==> src/rtl/compressor12_rr_arbiter_pkg.sv <==
// Shared types and helpers for the 12-way round-robin arbiter in front of the max-plus unit.
package maxplus_arb_pkg;

    localparam int unsigned N_REQ_DEF = 12;
    localparam int unsigned ID_W_DEF  = 4;

    typedef enum logic {IDLE, BUSY} state_t;

    // Zero when no bit is set; the caller only consumes this when a winner exists.
    function automatic logic [3:0] onehot_to_idx(input logic [15:0] oh);
        logic [3:0] idx;
        idx = '0;
        for (int unsigned i = 0; i < 16; i++) begin
            if (oh[i]) idx = idx | 4'(i);
        end
        return idx;
    endfunction

endpackage

==> src/rtl/compressor12_rr_arbiter_if.sv <==
// Request/grant bundle between the requester cells (master) and the arbiter (slave).
interface compressor12_rr_arbiter_if #(
    parameter int unsigned N_REQ = 12,
    parameter int unsigned ID_W  = 4
);
    logic [N_REQ-1:0] req;
    logic             res_done;
    logic [N_REQ-1:0] grant;
    logic [ID_W-1:0]  grant_id;
    logic             grant_vld;
    logic             busy;
    logic             timeout;

    modport master (
        output req, res_done,
        input  grant, grant_id, grant_vld, busy, timeout
    );

    modport slave (
        input  req, res_done,
        output grant, grant_id, grant_vld, busy, timeout
    );
endinterface

==> src/rtl/compressor12_rr_arbiter_rr_pick.sv <==
// Combinational rotating-priority picker: first set req bit at or after ptr, wrapping at N_REQ.
import maxplus_arb_pkg::*;

module rr_pick #(
    parameter int unsigned N_REQ = 12,
    parameter int unsigned ID_W  = 4
) (
    input  logic [N_REQ-1:0] req,
    input  logic [ID_W-1:0]  ptr,
    output logic [N_REQ-1:0] win,
    output logic [ID_W-1:0]  idx,
    output logic             any
);
    int unsigned k;

    always_comb begin
        win = '0;
        any = 1'b0;
        k   = 0;
        for (int unsigned i = 0; i < N_REQ; i++) begin
            k = 32'(ptr) + i;
            if (k >= N_REQ) k = k - N_REQ;
            if (!any && req[k]) begin
                win[k] = 1'b1;
                any    = 1'b1;
            end
        end
    end

    assign idx = ID_W'(onehot_to_idx(16'(win)));

endmodule

==> src/rtl/compressor12_rr_arbiter.sv <==
// Round-robin arbiter sharing one max-plus unit among N_REQ requesters; grant held until res_done.
// Optional forced release after TIMEOUT busy cycles when ARB_TIMEOUT_EN is defined.
import maxplus_arb_pkg::*;

module compressor12_rr_arbiter #(
    parameter int unsigned N_REQ   = N_REQ_DEF,
    parameter int unsigned ID_W    = ID_W_DEF,
    parameter int unsigned TIMEOUT = 255
) (
    input  logic clk,
    input  logic rst_n,
    compressor12_rr_arbiter_if.slave bus
);
    state_t           state;
    logic [ID_W-1:0]  ptr;
    logic [N_REQ-1:0] grant_q;
    logic [ID_W-1:0]  grant_id_q;
    logic             grant_vld_q;
    logic [N_REQ-1:0] pick_win;
    logic [ID_W-1:0]  pick_idx;
    logic             pick_any;
    logic [ID_W-1:0]  next_ptr;

    rr_pick #(.N_REQ(N_REQ), .ID_W(ID_W)) u_pick (
        .req (bus.req),
        .ptr (ptr),
        .win (pick_win),
        .idx (pick_idx),
        .any (pick_any)
    );

    assign next_ptr = (grant_id_q == ID_W'(N_REQ - 1)) ? '0 : grant_id_q + 1'b1;

`ifdef ARB_TIMEOUT_EN
    localparam int unsigned CNT_W = ($clog2(TIMEOUT + 1) > 8) ? $clog2(TIMEOUT + 1) : 8;
    logic [CNT_W-1:0] cnt;
    logic             timeout_q;

    always_ff @(posedge clk or negedge rst_n) begin
        if (!rst_n) begin
            state       <= IDLE;
            ptr         <= '0;
            grant_q     <= '0;
            grant_id_q  <= '0;
            grant_vld_q <= 1'b0;
            cnt         <= '0;
            timeout_q   <= 1'b0;
        end else begin
            timeout_q <= 1'b0;
            case (state)
                IDLE: begin
                    if (pick_any) begin
                        grant_q     <= pick_win;
                        grant_id_q  <= pick_idx;
                        grant_vld_q <= 1'b1;
                        cnt         <= '0;
                        state       <= BUSY;
                    end
                end
                BUSY: begin
                    // res_done wins over a simultaneous expiry, so no timeout pulse then.
                    if (bus.res_done || (cnt == CNT_W'(TIMEOUT - 1))) begin
                        grant_q     <= '0;
                        grant_vld_q <= 1'b0;
                        ptr         <= next_ptr;
                        state       <= IDLE;
                        timeout_q   <= ~bus.res_done;
                    end else begin
                        cnt <= cnt + 1'b1;
                    end
                end
                default: state <= IDLE;
            endcase
        end
    end

    assign bus.timeout = timeout_q;
`else
    always_ff @(posedge clk or negedge rst_n) begin
        if (!rst_n) begin
            state       <= IDLE;
            ptr         <= '0;
            grant_q     <= '0;
            grant_id_q  <= '0;
            grant_vld_q <= 1'b0;
        end else begin
            case (state)
                IDLE: begin
                    if (pick_any) begin
                        grant_q     <= pick_win;
                        grant_id_q  <= pick_idx;
                        grant_vld_q <= 1'b1;
                        state       <= BUSY;
                    end
                end
                BUSY: begin
                    if (bus.res_done) begin
                        grant_q     <= '0;
                        grant_vld_q <= 1'b0;
                        ptr         <= next_ptr;
                        state       <= IDLE;
                    end
                end
                default: state <= IDLE;
            endcase
        end
    end

    assign bus.timeout = 1'b0;
`endif

    assign bus.grant     = grant_q;
    assign bus.grant_id  = grant_id_q;
    assign bus.grant_vld = grant_vld_q;
    assign bus.busy      = (state == BUSY);

endmodule

==> src/flat_wrapper.sv <==
// flat-port wrapper written by rule: the top's interface ports become plain ports
module compressor12_rr_arbiter_flat 
#(
    parameter int unsigned N_REQ   = N_REQ_DEF,
    parameter int unsigned ID_W    = ID_W_DEF,
    parameter int unsigned TIMEOUT = 255
)
  (clk, rst_n, bus_req, bus_res_done, bus_grant, bus_grant_id, bus_grant_vld, bus_busy, bus_timeout);
  compressor12_rr_arbiter_if #(.N_REQ(N_REQ), .ID_W(ID_W)) bus_i ();
  input  logic clk;
  input  logic rst_n;
  input wire logic [$bits(bus_i.req)-1:0] bus_req;
  input wire logic [$bits(bus_i.res_done)-1:0] bus_res_done;
  output wire logic [$bits(bus_i.grant)-1:0] bus_grant;
  output wire logic [$bits(bus_i.grant_id)-1:0] bus_grant_id;
  output wire logic [$bits(bus_i.grant_vld)-1:0] bus_grant_vld;
  output wire logic [$bits(bus_i.busy)-1:0] bus_busy;
  output wire logic [$bits(bus_i.timeout)-1:0] bus_timeout;
  assign bus_i.req = bus_req;
  assign bus_i.res_done = bus_res_done;
  assign bus_grant = bus_i.grant;
  assign bus_grant_id = bus_i.grant_id;
  assign bus_grant_vld = bus_i.grant_vld;
  assign bus_busy = bus_i.busy;
  assign bus_timeout = bus_i.timeout;
  compressor12_rr_arbiter #(.N_REQ(N_REQ), .ID_W(ID_W), .TIMEOUT(TIMEOUT)) u_core (.clk(clk), .rst_n(rst_n), .bus(bus_i));
endmodule
==> config.mk <==
export PLATFORM = sky130hd
export DESIGN_NAME = compressor12_rr_arbiter_flat
export DESIGN_NICKNAME = d
export VERILOG_FILES = /design/src/rtl/compressor12_rr_arbiter_pkg.sv /design/src/rtl/compressor12_rr_arbiter_if.sv /design/src/rtl/compressor12_rr_arbiter_rr_pick.sv /design/src/rtl/compressor12_rr_arbiter.sv /design/src/flat_wrapper.sv
export SDC_FILE = /design/constraint.sdc
export NUM_CORES = 1
export LEC_CHECK = 0
export BUFFER_PORTS_ARGS = -buffer_cell sky130_fd_sc_hd__buf_2
export CELL_PAD_IN_SITES_DETAIL_PLACEMENT = 0
export CELL_PAD_IN_SITES_GLOBAL_PLACEMENT = 1
export CORE_AREA = 2 2 101 123
export CTS_CLUSTER_SIZE = 24
export DETAILED_ROUTE_END_ITERATION = 6
export DIE_AREA = 0 0 103 125
export PLACE_DENSITY = 0.82
export SLEW_MARGIN = 0
export SYNTH_ARGS = -nofsm -noshare
export SYNTH_HDL_FRONTEND = slang
export SYNTH_SLANG_ARGS = --single-unit
==> constraint.sdc <==
create_clock -name clk -period 5 [get_ports clk]
set_input_delay 0.25 -clock clk [delete_from_list [all_inputs] [get_ports clk]]
set_output_delay 0.25 -clock clk [all_outputs]
set_load 0.02 [all_outputs]
# [After elaboration in Yosys (flattened, before gate mapping)]
# Cells that the tools add are included.
[classes] n_addsub=24 order_cmp=36 eq_ne=3 muxes=105 bitwise=12 n_reduce_logical=37
[op_table] op="$ge 32x1->1 const B" count=12
[op_table] op="$lt 32x5->1 const B" count=12
[op_table] op="$mux 32" count=12
[op_table] op="$mux 12" count=14
[op_table] op="$or 12x12->12" count=11
[op_table] op="$sub 5x4->6 const B" count=11
[op_table] op="$ge 5x4->1 const B" count=11
[op_table] op="$bmux 1 s4" count=12
[op_table] op="$demux 1 s4" count=12
[op_table] op="$mux 1" count=41
[op_table] op="$pmux 12 s2" count=1
[op_table] op="$logic_and 1x1->1" count=23
[op_table] op="$add 4x3->5 const B" count=4
[op_table] op="$add 4x4->5 const B" count=4
[op_table] op="$mux 4" count=5
[op_table] op="$mux 3" count=4
[op_table] op="$logic_not 1->1" count=11
[op_table] op="$add 4x2->5 const B" count=2
[op_table] op="$reduce_and 2->1" count=3
[op_table] op="$add 4x1->5 const B" count=1
[op_table] op="$sub 4x4->5 const B" count=1
[op_table] op="$add 4x1->4 const B" count=1
[op_table] op="$eq 4x4->1 const B" count=1
[op_table] op="$ge 4x4->1 const B" count=1
[op_table] op="5 further kinds" count=7
[word_totals] ff_bits=22 input_bits=15 output_inout_bits=19 wordCells=222

# [Logic depth before layout (Yosys ltp)]
[logic_depth] depth_word=49 ltp_mapped=21 mapped_depth_nobuf=18

# [Modules after synthesis]
# A second synthesis with hierarchy kept.
[unflattened] cells_unflattened=614 hier_area_um2=4694.5
[modules_own_cells] module="rr_pick" instances=1 cells_each=524 area_each_um2=3699.8 seq_area_each_um2=0.0
[modules_own_cells] module="compressor12_rr_arbiter" instances=1 cells_each=90 area_each_um2=994.7 seq_area_each_um2=550.5

# [Least setup slack after synthesis]
# No wires, ideal clock.
[synth_timing] path_type="flip-flop to flip-flop" startpoint="register u_core.ptr[1]" endpoint="register u_core.grant_id_q[1] (netlist: u_core.bus.grant_id[1])" setup_time_ns=0.121 t_arrival_ns=4.628 required_ns=4.879 path_slack_ns=0.251 path_stages_with_launch=19 path_buffers=2 period_less_slack_ns=4.749 cell_sequence="dfrtp_1 -> buf_2 -> inv_1 -> ha_1 -> xor2_1 -> inv_1 -> ha_1 -> clkbuf_1 -> and3_1 -> a221oi_1 -> mux2i_1 -> and2b_1 -> nor3b_2 -> nand4_1 -> o22ai_1 -> a221o_1 -> a211o_1 -> or4_1 -> o22a_1"
[synth_via] elab_chain_len=48 elab_cells_between_ends=199 classes_between="add/sub (23); order compare (36); mux (94); bitwise (11); reduce/logical (35)"
[synth_lines] item="start, declared" line="compressor12_rr_arbiter.sv:15" rtl="logic [ID_W-1:0] ptr;"
[synth_lines] item="start signal, assigned" line="compressor12_rr_arbiter.sv:100" rtl="ptr <= next_ptr;"
[synth_lines] item="branches (longest 48 deep; another with $ge 32x1->1)"
[synth_lines] item="end signal, assigned" line="compressor12_rr_arbiter.sv:91" rtl="grant_id_q <= pick_idx;"
[synth_lines] item="end, declared" line="compressor12_rr_arbiter.sv:17" rtl="logic [ID_W-1:0] grant_id_q;"
# Parallel ways; which one is timed is not known. The select of a mux whose other input is x is not followed.
# A chain may end at the register's enable or synchronous reset.

# [Worst setup path after layout]
# Ends and elaborated chain as after synthesis.

==> impl_metrics.ini <==
[yosys]
synth_top_area_cell = dfrtp_1
synthAdderAreaFrac = 0.1034
yosys.area_share.simple = 0.2779
synth_top_area_frac = 0.1198
synth.area.mux_share = 0.1048
ys_seq_elements = 22
ys_warn_count = 0
synth_cell_types = 94
netlist_area_um2 = 4597
synth_top_family_by_area = compound AO/OA/AOI/OAI gates
seq_area_frac_synth = 0.1198
synthTopCellsByArea = dfrtp_1 (12%), ha_1 (10%), nand2_1 (6.4%)
synth-xor-area-share = 0.02232
syn_inst = 602
synth_compound_area_frac = 0.3008
async_flop_share = 1.000
synth_enable_flop_cells = 0
avgSynthCellArea_um2 = 7.636
ys_dominant_reg_cell = dfrtp_1
synth_fp_nets = 655

[sta]
rsz0062_at_grt = true
finalHoldViolations = 0
fin_ws_ps = 205.4
slew_viol_final = 0
max_freq_mhz = 208.6
slew_headroom = 0.5115
fin_skew_ps = 3.516
fin_crit_sh = 0.9589
tightest_slew_ps = 727.8
period_needed_ps = 4795
setup_viol = 0

[clocking]
cts_tree = built
clock-root-buffer = clkbuf_16
cts_sinks = 22
cts.reportedPaths.clkPinSlew_ps = 70
cts_buffers = 3
cts.htree.levels = 1
clk-insertion-delay-late_ps = 260
clockBufferDepth = 2

[setup_path]
worstPathArrival_ps = 4940
cpPeakStageDelay_ps = 610
critPathCaptureType = register
timing.critical_path.mode_cell = inv_1
start_kind = register
crit_type = register to register
worstPathMaxFanout = 7
worstPathRequired_ps = 5150
crit_slowest_cell = a221oi_2
crit_chain = inv_1 -> ha_1 -> xor2_1 -> inv_1 -> ha_1 -> inv_1 -> ha_1 -> inv_1 -> a31oi_2 -> o21ai_1 -> a221oi_2 -> a21oi_1 -> nand4_1 -> a21oi_1 -> a21o_1 -> a211o_1 -> or4_1 -> o22a_1

[floorplanning]
die_area_um2 = 12880
ios = 34
fp.dieW_um = 103
core.rowCount = 44
start_util = 0.3902
coreArea_um2 = 11780
die_h_um = 125

[detailed_routing]
antenna_left = 0
drt_pass1_iterations = 5
drcViolationCount = 0
wl_mm = 16.71
routed_via_density = 6.320
wire_per_inst_um = 20.99
via_count = 5031
drt_iter0_markers = 329

[global_routing]
gr-total-overflow = 0
antenna_found_initial = 0
grt_pass1_wl_mm = 25.94
grt_util_all_layers = 0.2589
first_global_vias = 4720
grt_start_max_net_pins = 23

[finish]
area_growth_pct = 11.79
nets = 689
num-fill-cells = 1253
diodes = 0
utilization = 0.4362
drive_above_1_share = 0.1827

[placement]
numPortBuffers = 32
place_congestion = 0.9752
dp_slack_ps = 195.3
dp_hpwl_mm = 13.26

[min_path]
min_path_type = register to register

[flow_run]
max-cap-violations = 0

[run_status]
status = finished clean
==> layout make-up <==
class                           instances  area [um2]  share of cell area
Multi-Input combinational cell        508        3736              0.7271
Sequential cell                        22       550.5              0.1071
Timing Repair Buffer                   65       410.4             0.07986
Tap cell                              161       201.4             0.03920
Inverter                               36       135.1             0.02630
Clock buffer                            3       75.07             0.01461
Clock inverter                          1       30.03            0.005844
==> sequential cells by signal, indices dropped and copies added, names as in the netlist <==
register	flops
u_core.bus.grant_vld	1
u_core.bus.busy	1
u_core.bus.grant	12
u_core.ptr	4
u_core.bus.grant_id	4
==> per-stage QoR <==
step / cell area [um2] / hold slack (ps) / setup TNS (ps) / std cells
final: 5139 / 476.7 / 0 / 796
after floorplan: 4597 / -45.59 / 0 / 602
after CTS: 5111 / 482.0 / 0 / 794
after detailed placement: 4996 / 250.7 / 0 / 789
after global placement: 4996 / 242.7 / 0 / 789
after global routing: 5139 / 525.6 / -51.28 / 796
==> logic make-up after synthesis <==
| logic type | count (synthesis) |
|---|---|
| AND/OR/NAND/NOR | 240 |
| AO/OA/AOI/OAI | 185 |
| buffers and inverters | 72 |
| adder cells (fa/ha/maj) | 38 |
| multiplexers | 34 |
| flip-flops | 22 |
| XOR/XNOR | 10 |
| other | 1 |
==> metal layers <==
metal | up-vias | track usage | share of wire
met5 | - | 0 | 0
li1 | 2361 | - | -
met3 | 42 | 0.02012 | 0.051
met4 | 0 | 0.1091 | 0.046
met2 | 215 | 0.4248 | 0.48
met1 | 2413 | 0.3457 | 0.43
==> placed cells by master (no fill, tap or decap), types with 9 or more instances in the layout <==
master | netlist | layout
a21o_1 | 9 | 9
a21oi_1 | 21 | 21
and3_1 | 10 | 10
buf_2 | 8 | 32
buf_4 | 3 | 32
dfrtp_1 | 22 | 22
ha_1 | 38 | 38
inv_1 | 34 | 34
mux2i_1 | 17 | 17
nand2_1 | 78 | 78
nand3_1 | 25 | 25
nand4_1 | 11 | 11
nor2_1 | 33 | 33
nor2b_1 | 9 | 9
nor3_1 | 20 | 20
o21ai_0 | 36 | 36
o31ai_1 | 10 | 10
==> critical path, delay by kind of cell, from the launching register on <==
kind | cells | cell delay [ps]
buffers and inverters | 4 | 520
AO/OA/AOI/OAI | 8 | 2080
XOR/XNOR | 1 | 240
AND/OR/NAND/NOR | 2 | 730
flip-flops | 1 | 380
adder cells (fa/ha/maj) | 3 | 720
==> path summary, 6_finish.rpt <==
kind / startpoint / end / slack [ps] / depth (start not counted)
min in group asynchronous: rst_n / u_core.bus.grant[11] / 500 / 2
min reg2reg: u_core.bus.grant_vld / u_core.bus.grant_vld / 480 / 2
min: u_core.bus.grant_vld / u_core.bus.grant_vld / 480 / 2
max reg2reg: u_core.ptr[1] / u_core.bus.grant_id[1] / 210 / 18
max: u_core.ptr[1] / u_core.bus.grant_id[1] / 210 / 18
max in group asynchronous: rst_n / u_core.bus.grant_id[3] / 4150 / 2
==> Yosys cell counts (10+ instances only) <==
master	number
o21ai_0	36
ha_1	38
nand4_1	11
o31ai_1	10
nor3_1	20
and3_1	10
nand2_1	78
inv_1	34
dfrtp_1	22
nor2_1	33
clkbuf_1	18
mux2i_1	17
nand3_1	25
a21oi_1	21
==> what timing repair did <==
action                     4_1_cts  5_1_grt
resized for setup                0        2
setup buffers                    0        2
hold buffers                     1        0
hold endpoints to repair        22        0
setup endpoints to repair        0       11
Power is left out: the tool's default activity adds up to more than one toggle a clock period on the data nets, which glitch-free logic cannot reach.
